==> config.mk <==
export PLATFORM = sky130hd
export DESIGN_NAME = lsu_mem_master
export DESIGN_NICKNAME = d
export VERILOG_FILES = /design/src/rtl/lsu_mem_master.sv
export SDC_FILE = /design/constraint.sdc
export NUM_CORES = 1
export LEC_CHECK = 0
export BUFFER_PORTS_ARGS = -buffer_cell sky130_fd_sc_hd__buf_2
export CORE_ASPECT_RATIO = 0.6
export CORE_MARGIN = 2
export CORE_UTILIZATION = 53
export CTS_BUF_LIST = sky130_fd_sc_hd__clkbuf_2 sky130_fd_sc_hd__clkbuf_4 sky130_fd_sc_hd__clkbuf_8
export DETAILED_ROUTE_END_ITERATION = 12
export PLACE_DENSITY_LB_ADDON = 0.12
export SYNTH_ARGS = -nofsm -noshare
export SYNTH_HDL_FRONTEND = slang
export SYNTH_SLANG_ARGS = --single-unit
==> constraint.sdc <==
create_clock -name s_clk_i -period 4.65 [get_ports s_clk_i]
set_clock_uncertainty 0.05 [all_clocks]
set_input_delay 0.6975 -clock s_clk_i [delete_from_list [all_inputs] [get_ports s_clk_i]]
set_output_delay 0.6975 -clock s_clk_i [all_outputs]
set_load 0.1 [all_outputs]
==> src/rtl/lsu_mem_master.sv <==
// Load/store initiator for a word-wide single-port data memory: sub-word stores use read-modify-write.
// Optional LSU_MISALIGN_ERR_EN turns misaligned halfword/word accesses into error responses.
module lsu_mem_master #(
  parameter int unsigned ADDR_LIMIT = 4096
) (
  input  logic        s_clk_i,
  input  logic        s_reset_i,
  input  logic        s_req_valid_i,
  output logic        s_req_ready_o,
  input  logic        s_req_we_i,
  input  logic [2:0]  s_req_funct3_i,
  input  logic [31:0] s_req_addr_i,
  input  logic [31:0] s_req_wdata_i,
  output logic        s_resp_valid_o,
  output logic [31:0] s_resp_rdata_o,
  output logic        s_resp_err_o,
  output logic [31:0] m_add_o,
  output logic [31:0] m_val_o,
  output logic        m_write_o,
  input  logic [31:0] m_val_i
);

  typedef enum logic [2:0] {
    IDLE,
    RD_REQ,
    RD_DATA,
    WR_ADDR,
    WR_DATA,
    RESP
  } state_t;

  localparam logic [31:0] ADDR_LIMIT_W = 32'(ADDR_LIMIT);

  state_t      state;
  logic        req_we;
  logic [2:0]  req_funct3;
  logic [1:0]  req_lane;
  logic [15:0] req_wdata;
  logic        req_err;
  logic        misalign_err;

`ifdef LSU_MISALIGN_ERR_EN
  assign misalign_err = ((s_req_funct3_i[1:0] == 2'b01) && s_req_addr_i[0]) ||
                        ((s_req_funct3_i[1:0] == 2'b10) && (s_req_addr_i[1:0] != 2'b00));
`else
  assign misalign_err = 1'b0;
`endif

  always_comb begin
    req_err = 1'b0;
    if ((s_req_funct3_i == 3'b011) || (s_req_funct3_i == 3'b110) || (s_req_funct3_i == 3'b111))
      req_err = 1'b1;
    if (s_req_we_i && s_req_funct3_i[2])
      req_err = 1'b1;
    if (s_req_addr_i >= ADDR_LIMIT_W)
      req_err = 1'b1;
    if (misalign_err)
      req_err = 1'b1;
  end

  assign s_req_ready_o = (state == IDLE);

  // Little-endian lane extract with sign or zero extension chosen by funct3[2].
  function automatic logic [31:0] load_extract(input logic [31:0] word, input logic [2:0] funct3,
                                               input logic [1:0] lane);
    logic [7:0]  b;
    logic [15:0] h;
    logic [31:0] r;
    b = 8'(word >> {lane, 3'b000});
    h = lane[1] ? word[31:16] : word[15:0];
    case (funct3)
      3'b000:  r = {{24{b[7]}}, b};
      3'b100:  r = {24'h000000, b};
      3'b001:  r = {{16{h[15]}}, h};
      3'b101:  r = {16'h0000, h};
      default: r = word;
    endcase
    return r;
  endfunction

  function automatic logic [31:0] merge_store(input logic [31:0] word, input logic [15:0] data,
                                              input logic [2:0] funct3, input logic [1:0] lane);
    logic [31:0] r;
    r = word;
    if (funct3[1:0] == 2'b00) begin
      case (lane)
        2'd0: r[7:0]   = data[7:0];
        2'd1: r[15:8]  = data[7:0];
        2'd2: r[23:16] = data[7:0];
        2'd3: r[31:24] = data[7:0];
      endcase
    end else if (lane[1]) begin
      r[31:16] = data;
    end else begin
      r[15:0] = data;
    end
    return r;
  endfunction

  always_ff @(posedge s_clk_i or posedge s_reset_i) begin
    if (s_reset_i) begin
      state          <= IDLE;
      req_we         <= 1'b0;
      req_funct3     <= 3'b000;
      req_lane       <= 2'b00;
      req_wdata      <= 16'h0000;
      s_resp_valid_o <= 1'b0;
      s_resp_rdata_o <= 32'h0;
      s_resp_err_o   <= 1'b0;
      m_add_o        <= 32'h0;
      m_val_o        <= 32'h0;
      m_write_o      <= 1'b0;
    end else begin
      case (state)
        IDLE: begin
          if (s_req_valid_i) begin
            req_we     <= s_req_we_i;
            req_funct3 <= s_req_funct3_i;
            req_lane   <= s_req_addr_i[1:0];
            req_wdata  <= s_req_wdata_i[15:0];
            if (req_err) begin
              state          <= RESP;
              s_resp_valid_o <= 1'b1;
              s_resp_rdata_o <= 32'h0;
              s_resp_err_o   <= 1'b1;
            end else if (s_req_we_i && (s_req_funct3_i == 3'b010)) begin
              state     <= WR_ADDR;
              m_add_o   <= {s_req_addr_i[31:2], 2'b00};
              m_val_o   <= s_req_wdata_i;
              m_write_o <= 1'b1;
            end else begin
              state     <= RD_REQ;
              m_add_o   <= {s_req_addr_i[31:2], 2'b00};
              m_write_o <= 1'b0;
            end
          end
        end
        RD_REQ: state <= RD_DATA;
        // Loads finish here; sub-word stores fold their lane into the fetched word.
        RD_DATA: begin
          if (!req_we) begin
            state          <= RESP;
            s_resp_valid_o <= 1'b1;
            s_resp_rdata_o <= load_extract(m_val_i, req_funct3, req_lane);
            s_resp_err_o   <= 1'b0;
          end else begin
            state     <= WR_ADDR;
            m_val_o   <= merge_store(m_val_i, req_wdata, req_funct3, req_lane);
            m_write_o <= 1'b1;
          end
        end
        WR_ADDR: begin
          state     <= WR_DATA;
          m_write_o <= 1'b0;
        end
        WR_DATA: begin
          state          <= RESP;
          s_resp_valid_o <= 1'b1;
          s_resp_rdata_o <= 32'h0;
          s_resp_err_o   <= 1'b0;
        end
        RESP: begin
          state          <= IDLE;
          s_resp_valid_o <= 1'b0;
          s_resp_rdata_o <= 32'h0;
          s_resp_err_o   <= 1'b0;
        end
        default: state <= IDLE;
      endcase
    end
  end

endmodule

==> results of run 1 <==
==> per-stage QoR <==
stage	utilization (%)	hold slack (ps)	power [mW]
detailed placement	64.3	411	5.13
floorplan	-	443	4.53
global route	68.4	412	6.55
global placement	64.3	412	5.06
CTS	68.4	409	6.27
finish	68.4	406	6.27
==> state kept, by name, summed over array words and instances, names as in the netlist <==
signal          cells
req_funct3          3
m_write_o           1
s_resp_rdata_o     32
m_val_o            32
state               3
req_we              1
req_wdata          16
req_lane            2
s_resp_valid_o      1
m_add_o            30
s_resp_err_o        1
==> critical path: cells and delay by family (launching register included) <==
kind	cells	cell delay (ps)
and+or+nand+nor	3	1610
DFF	1	510
muxes	1	470
AOI/OAI and AO/OA	1	260
==> kinds of logic after synthesis <==
| family | after synthesis |
|---|---|
| buf+inv | 50 |
| compound gates | 130 |
| mux | 115 |
| simple gates | 161 |
| other cells | 1 |
| flops | 122 |
==> layer usage <==
metal,vias to the layer above,wire length [µm],track usage [%]
li1,2435,-,-
met1,2546,7840,38.9
met2,234,7780,43.1
met3,19,1510,7.27
met4,0,188,8.01
met5,-,0,0
==> path summary, 6_finish.rpt <==
check,to,cells after the start
max reg2reg,m_val_o[18],5
max,m_val_o[18],5
min,m_add_o[9],2
min in group s_clk_i,m_add_o[9],2
max in group asynchronous,m_val_o[6],3
min reg2reg,s_resp_rdata_o[12],2
==> cell usage after synthesis (3+ instances only) <==
library cell / number / area share (%)
dfrtp_1: 122 / 48
nand2_1: 53 / 3.1
mux2_2: 51 / 9.1
a21oi_1: 39 / 3.1
nor2_1: 38 / 2.3
o21ai_0: 37 / 2.9
mux2i_1: 34 / 5.4
mux2_4: 29 / 6.9
clkbuf_1: 25 / 1.5
nor2b_1: 22 / 2.2
nand2b_1: 19 / 1.9
a22o_1: 16 / 2.2
o31ai_1: 13 / 1.5
buf_2: 9 / 0.71
nor3_1: 9 / 0.71
inv_1: 8 / 0.47
o221ai_1: 7 / 0.97
buf_12: 3 / 0.95
nor4_2: 3 / 0.59
o21a_1: 3 / 0.36
or3b_2: 3 / 0.42
==> cell type report <==
class                      instances  area (µm²)  share of cell area [%]
multi-input combinational        408        3030                    38.7
tap                              160         200                    2.56
inverter                           8        32.5                   0.415
timing repair buffer             205        1040                    13.3
antenna                            1        2.50                  0.0320
clock inverter                    13         215                    2.75
sequential                       122        3050                    39.0
clock buffer                      19         255                    3.26
==> power groups by stage <==
stage / Sequential, mW / Clock [mW] / Combinational (mW)
2_1_floorplan: 3.14 / 0 / 1.40
3_3_place_gp: 1.73 / 0 / 3.33
3_5_place_dp: 1.75 / 0 / 3.38
4_1_cts: 1.73 / 1.14 / 3.39
5_1_grt: 1.80 / 1.19 / 3.56
6_report: 1.75 / 1.13 / 3.40
==> results.py, run 1 <==
metrics = {
    "route": {
        "viasPerCell": 5.59,
        "post_drt_wl_per_cell_um": 18.5,
        "wirelength_mm": 17.3,
        "dr.pass1.iters": 5,
        "antenna_left": 0,
        "vias": 5234,
        "drc": 0,
        "dr.first_iter.drc_count": 409,
    },
    "placed_design": {
        "dp.cells": 903,
        "portBuffers": 200,
        "gp_congestion": 0.920,
        "dp_hpwl_mm": 12.7,
        "dpl-instance-area_um2": 7360,
        "pre_cts_ws_ps": 1400,
    },
    "synth": {
        "seq_area_frac_synth_pct": 48.3,
        "synth.avg_cell_area_um2": 10.9,
        "yosysWarnings": 0,
        "synthMuxAreaShare_pct": 21.7,
        "synth_compound_area_share_pct": 13.0,
        "synth_flop_cell": "dfrtp_1",
        "ys_async_sr_fraction_pct": 100,
        "syn_inst": 579,
        "synth_simple_gate_area_share_pct": 12.8,
        "syn_area_um2": 6330,
        "synth-seq-cells": 122,
        "synth_top_family_by_area": "multiplexers",
        "synth_adder_area_share_pct": 0,
        "yosysUniqueCellTypes": 49,
        "synth_xor_area_share_pct": 0,
        "synth_edf_count": 0,
    },
    "global_route": {
        "grt-ovfl-total": 0,
        "grt_first_pass_wirelength_mm": 27.2,
        "grt.total_usage_pct": 27.7,
        "grt_max_degree": 77,
        "grt_pass1_vias": 5061,
        "antenna_found_initial": 0,
    },
    "pwr": {
        "clockPowerShare_pct": 18.0,
        "p_leak_nw": 4.16,
        "p_seq_share_pct": 27.9,
        "power_density_nw_per_um2": 801,
        "ir_drop_mv": 0.550,
        "p_int_mw": 2.94,
        "p_sw_mw": 3.34,
        "power.share.switching_pct": 53.2,
        "power_frac_comb_pct": 54.2,
    },
    "floorplanning": {
        "rows": 30,
        "core_area_um2": 11400,
        "die_height_um": 88.6,
        "dieArea_um2": 12900,
        "initial_core_util_pct": 55.3,
        "io_pins": 203,
        "die_x_um": 145,
    },
    "final_layout": {
        "area_delta_synth_final_pct": 23.8,
        "fin_nets": 865,
        "layout.cells.non_filler": 936,
        "drive_above_1_share_pct": 43.2,
        "final_area_um2": 7830,
        "mostFrequentLayoutCell": "buf_2",
        "most-common-layout-cells": "buf_2, dfrtp_1, nand2_1",
        "fillCellCount": 899,
    },
    "clock_tree": {
        "clk_latency_ps": 440,
        "hold_buffers": 0,
        "post_cts_buffers": 0,
        "cts_resized": 0,
        "htree_levels": 4,
        "clockRootBuffer": "clkbuf_8",
        "cts-buffers-inserted": 17,
        "clkSlewWorstSetupHoldPaths_ps": 80,
        "cts_max_path_buffers": 2,
        "tritoncts": "built",
        "clock-sinks": 122,
    },
    "setup_path": {
        "worst-path-max-fanout": 33,
        "worstPathArrival_ps": 3350,
        "critPathKind": "reg -> reg",
        "setup.worst_path.start": "state[0]",
        "cp_slowest_stage_delay_ps": 920,
        "crit_path_start_kind": "register",
        "r2r_slack_ps": 1580,
        "worst_setup_path_end_kind": "register",
        "slowest_stage": "or3_2",
        "path_cells": "nor3_4 > nand2_2 > o21a_1 > or3_2 > mux2_4",
        "required_ps": 4930,
        "r2r_start": "state[0]",
    },
    "timing": {
        "hold_viol": 0,
        "slew_viol_final": 0,
        "relSlewSlack_pct": 21.5,
        "finalCriticalPeriod_ps": 3070,
        "worst_slack_ps": 1580,
        "fmax_ghz": 0.326,
        "rsz0062_at_grt": "false",
        "fin_tns_setup_ps": 0,
        "worst_pin_slew_ps": 1180,
        "finalCritPeriodShare_pct": 66.1,
        "finalSetupViolations": 0,
    },
    "flow_run": {
        "maxCapViolations": 0,
    },
    "hold_path": {
        "worstHoldPathType": "in -> async",
    },
    "run_status": {
        "outcome": "complete, no violations",
    },
}
No activity file was read; power rests on OpenSTA's default activity.
==> run 2, diff against run 1 <==
--- a/config.mk
+++ b/config.mk
@@ -5,10 +5,11 @@
 export SDC_FILE = /design/constraint.sdc
 export NUM_CORES = 1
 export LEC_CHECK = 0
+export ABC_AREA = 1
 export BUFFER_PORTS_ARGS = -buffer_cell sky130_fd_sc_hd__buf_2
 export CORE_ASPECT_RATIO = 0.6
 export CORE_MARGIN = 2
-export CORE_UTILIZATION = 53
+export CORE_UTILIZATION = 49
 export CTS_BUF_LIST = sky130_fd_sc_hd__clkbuf_2 sky130_fd_sc_hd__clkbuf_4 sky130_fd_sc_hd__clkbuf_8
 export DETAILED_ROUTE_END_ITERATION = 12
 export PLACE_DENSITY_LB_ADDON = 0.12
==> constraint.sdc (replaced) <==
create_clock -name s_clk_i -period 2.6 [get_ports s_clk_i]
set_clock_uncertainty 0.05 [all_clocks]
set_input_delay 0.39 -clock s_clk_i [delete_from_list [all_inputs] [get_ports s_clk_i]]
set_output_delay 0.39 -clock s_clk_i [all_outputs]
set_load 0.1 [all_outputs]
==> run 2 against run 1 <==
  * Die area up 18%
  * Largest power group unchanged
  * Largest cell class is now multi-input gates
  * Via count grew 39%
  * Critical path type is now reg -> out
  * Clock-buffer cell count unchanged
  * Critical path depth down 1
  * Critical endpoint is now s_req_ready_o
==> results.py, run 2 <==
metrics = {
    "setup_path": {
        "path_delay_family": "buffers and inverters",
        "slowest_stage": "buf_2",
        "critPathKind": "reg -> out",
        "rr_worst_depth": 10,
        "crit_path_start_kind": "register",
        "cp_slowest_stage_delay_ps": 450,
        "crit_buf_inv": 2,
        "worst-path-max-fanout": 7,
        "r2r_slack_ps": 460,
        "path_cells": "nor2_2 > inv_2 > nor2_8 > buf_2",
        "path_depth": 4,
        "timing.rr.end": "m_val_o[11]",
        "worst_setup_path_end_kind": "output pin",
        "setup.worst_path.start": "state[2]",
        "r2r_start": "state[2]",
        "endpoint": "s_req_ready_o",
        "worstPathArrival_ps": 1740,
        "required_ps": 2160,
    },
    "hold_path": {
        "worstHoldPathType": "in -> async",
    },
    "timing": {
        "finalSetupViolations": 0,
        "fin_tns_setup_ps": 0,
        "rsz0062_at_grt": "false",
        "hold_viol": 0,
        "slew_viol_final": 0,
        "finalCriticalPeriod_ps": 2180,
        "worst_pin_slew_ps": 653,
        "finalCritPeriodShare_pct": 83.8,
        "relSlewSlack_pct": 56.5,
        "fmax_ghz": 0.459,
    },
    "route": {
        "wirelength_mm": 21.5,
        "antenna_left": 0,
        "vias": 7254,
        "viasPerCell": 5.32,
        "dr.first_iter.drc_count": 822,
        "dr.pass1.iters": 5,
        "drc": 0,
        "post_drt_wl_per_cell_um": 15.7,
    },
    "final_layout": {
        "final_area_um2": 8490,
        "largestRegisters": "m_val_o: 32 flops, s_resp_rdata_o: 32 flops, m_add_o: 30 flops",
        "fillCellCount": 1343,
        "fin_nets": 1262,
        "utilization_pct": 61.8,
        "most-common-layout-cells": "nand2_1, buf_2, nand3_1",
        "area_delta_synth_final_pct": 22.0,
        "drive_above_1_share_pct": 25.2,
        "mostFrequentLayoutCell": "nand2_1",
    },
    "pwr": {
        "p_sw_mw": 6.59,
        "report.power.total_mw": 11.4,
        "power.share.switching_pct": 57.7,
        "p_leak_nw": 4.87,
        "clockPowerShare_pct": 15.5,
        "ir_drop_mv": 1.17,
        "power_density_nw_per_um2": 1350,
        "p_seq_share_pct": 26.0,
        "power_frac_comb_pct": 58.5,
        "p_int_mw": 4.83,
    },
    "placed_design": {
        "portBuffers": 200,
        "gp_congestion": 0.929,
        "dp_hpwl_mm": 15.4,
        "dpl-instance-area_um2": 8090,
    },
    "global_route": {
        "grt_max_degree": 123,
        "grt-ovfl-total": 0,
        "antenna_found_initial": 1,
        "grt.total_usage_pct": 28.9,
        "grt_pass1_vias": 6476,
        "grt_first_pass_wirelength_mm": 34.1,
    },
    "synth": {
        "synth_flop_cell": "dfrtp_1",
        "synth-seq-cells": 122,
        "synth.avg_cell_area_um2": 7.07,
        "seq_area_frac_synth_pct": 43.9,
        "syn_area_um2": 6960,
        "synth_top_area_share_pct": 43.9,
        "yosysUniqueCellTypes": 29,
        "synth_top_area_cell": "dfrtp_1",
        "yosysWarnings": 0,
        "ys_async_sr_fraction_pct": 100,
        "synth_edf_count": 0,
        "synth_area_leaders": "dfrtp_1, nand2_1, nand3_1, nand4_1, o21ai_0",
        "synth_most_common_cell": "nand2_1",
        "synthTopCellsByCount": "nand2_1, nand3_1, dfrtp_1",
        "syn_inst": 985,
    },
    "clock_tree": {
        "hold_buffers": 0,
        "cts-buffers-inserted": 17,
        "cts_resized": 0,
        "tritoncts": "built",
        "htree_levels": 4,
        "clock-sinks": 122,
        "post_cts_buffers": 0,
        "cts_max_path_buffers": 2,
        "clk_latency_ps": 440,
        "clkSlewWorstSetupHoldPaths_ps": 80,
        "clockRootBuffer": "clkbuf_8",
    },
    "floorplanning": {
        "die_height_um": 96.3,
        "dieArea_um2": 15200,
        "io_pins": 203,
        "rows": 33,
        "die_x_um": 158,
        "initial_core_util_pct": 50.6,
        "core_area_um2": 13700,
    },
    "run_status": {
        "outcome": "complete, no violations",
    },
    "flow_run": {
        "maxCapViolations": 0,
    },
}
[run 2: cell families (layout without fill, tap and decap cells)]
kind of cell           after synthesis  count (layout)  synth area share, %
buffers and inverters              121             306                 7.46
muxes                               16              16                 2.59
other                                1               3               0.0539
and+or+nand+nor                    649             649                 40.0
AOI/OAI and AO/OA                   76              76                 5.99
DFF                                122             122                 43.9
[run 2: worst min path at each step]
stage               endpoint  slack (ps)  cells after the start
2_1_floorplan  req_funct3[2]         420                      2
3_3_place_gp     m_add_o[27]         390                      2
3_5_place_dp     m_add_o[23]         400                      2
4_1_cts           m_add_o[5]          90                      3
5_1_grt           m_add_o[6]         100                      3
6_report         m_add_o[19]          70                      3
[run 2: area by class of cell]
type	count	area (µm²)	share of cell area, %
Multi-Input combinational cell	743	3390	39.9
Sequential cell	122	3050	36.0
Timing Repair Buffer	219	1190	14.1
Clock buffer	19	249	2.93
Tap cell	192	240	2.83
Inverter	56	214	2.52
Clock inverter	12	149	1.75
Antenna cell	1	2.50	0.0295
[run 2: power groups by stage]
| stage | Clock (mW) | Combinational (mW) | Sequential [mW] |
|---|---|---|---|
| 5_1_grt | 1.88 | 7.17 | 3.04 |
| 2_1_floorplan | 0 | 2.87 | 5.37 |
| 3_5_place_dp | 0 | 6.62 | 2.97 |
| 6_report | 1.77 | 6.68 | 2.97 |
| 4_1_cts | 1.79 | 6.63 | 2.95 |
| 3_3_place_gp | 0 | 6.56 | 2.98 |
[run 2: stage by stage]
stage	hold slack, ps	instances	worst slack [ps]
floorplan	420	986	663
global placement	394	1332	594
detailed placement	397	1332	496
CTS	86.9	1363	409
global route	98.6	1363	293
finish	75.0	1364	420
[run 2: metal layers]
metal	vias up	track usage, %	routed length, µm
met1	3357	44.2	10100
met3	27	7.92	2290
met2	340	40.3	8800
li1	3530	-	-
met4	0	6.74	268
met5	-	0	0
[run 2: worst reg2reg max path: cells and delay by family (launching register included)]
| kind | cells | cell delay, ps |
|---|---|---|
| buf+inv | 4 | 760 |
| simple gates | 6 | 830 |
| flops | 1 | 430 |
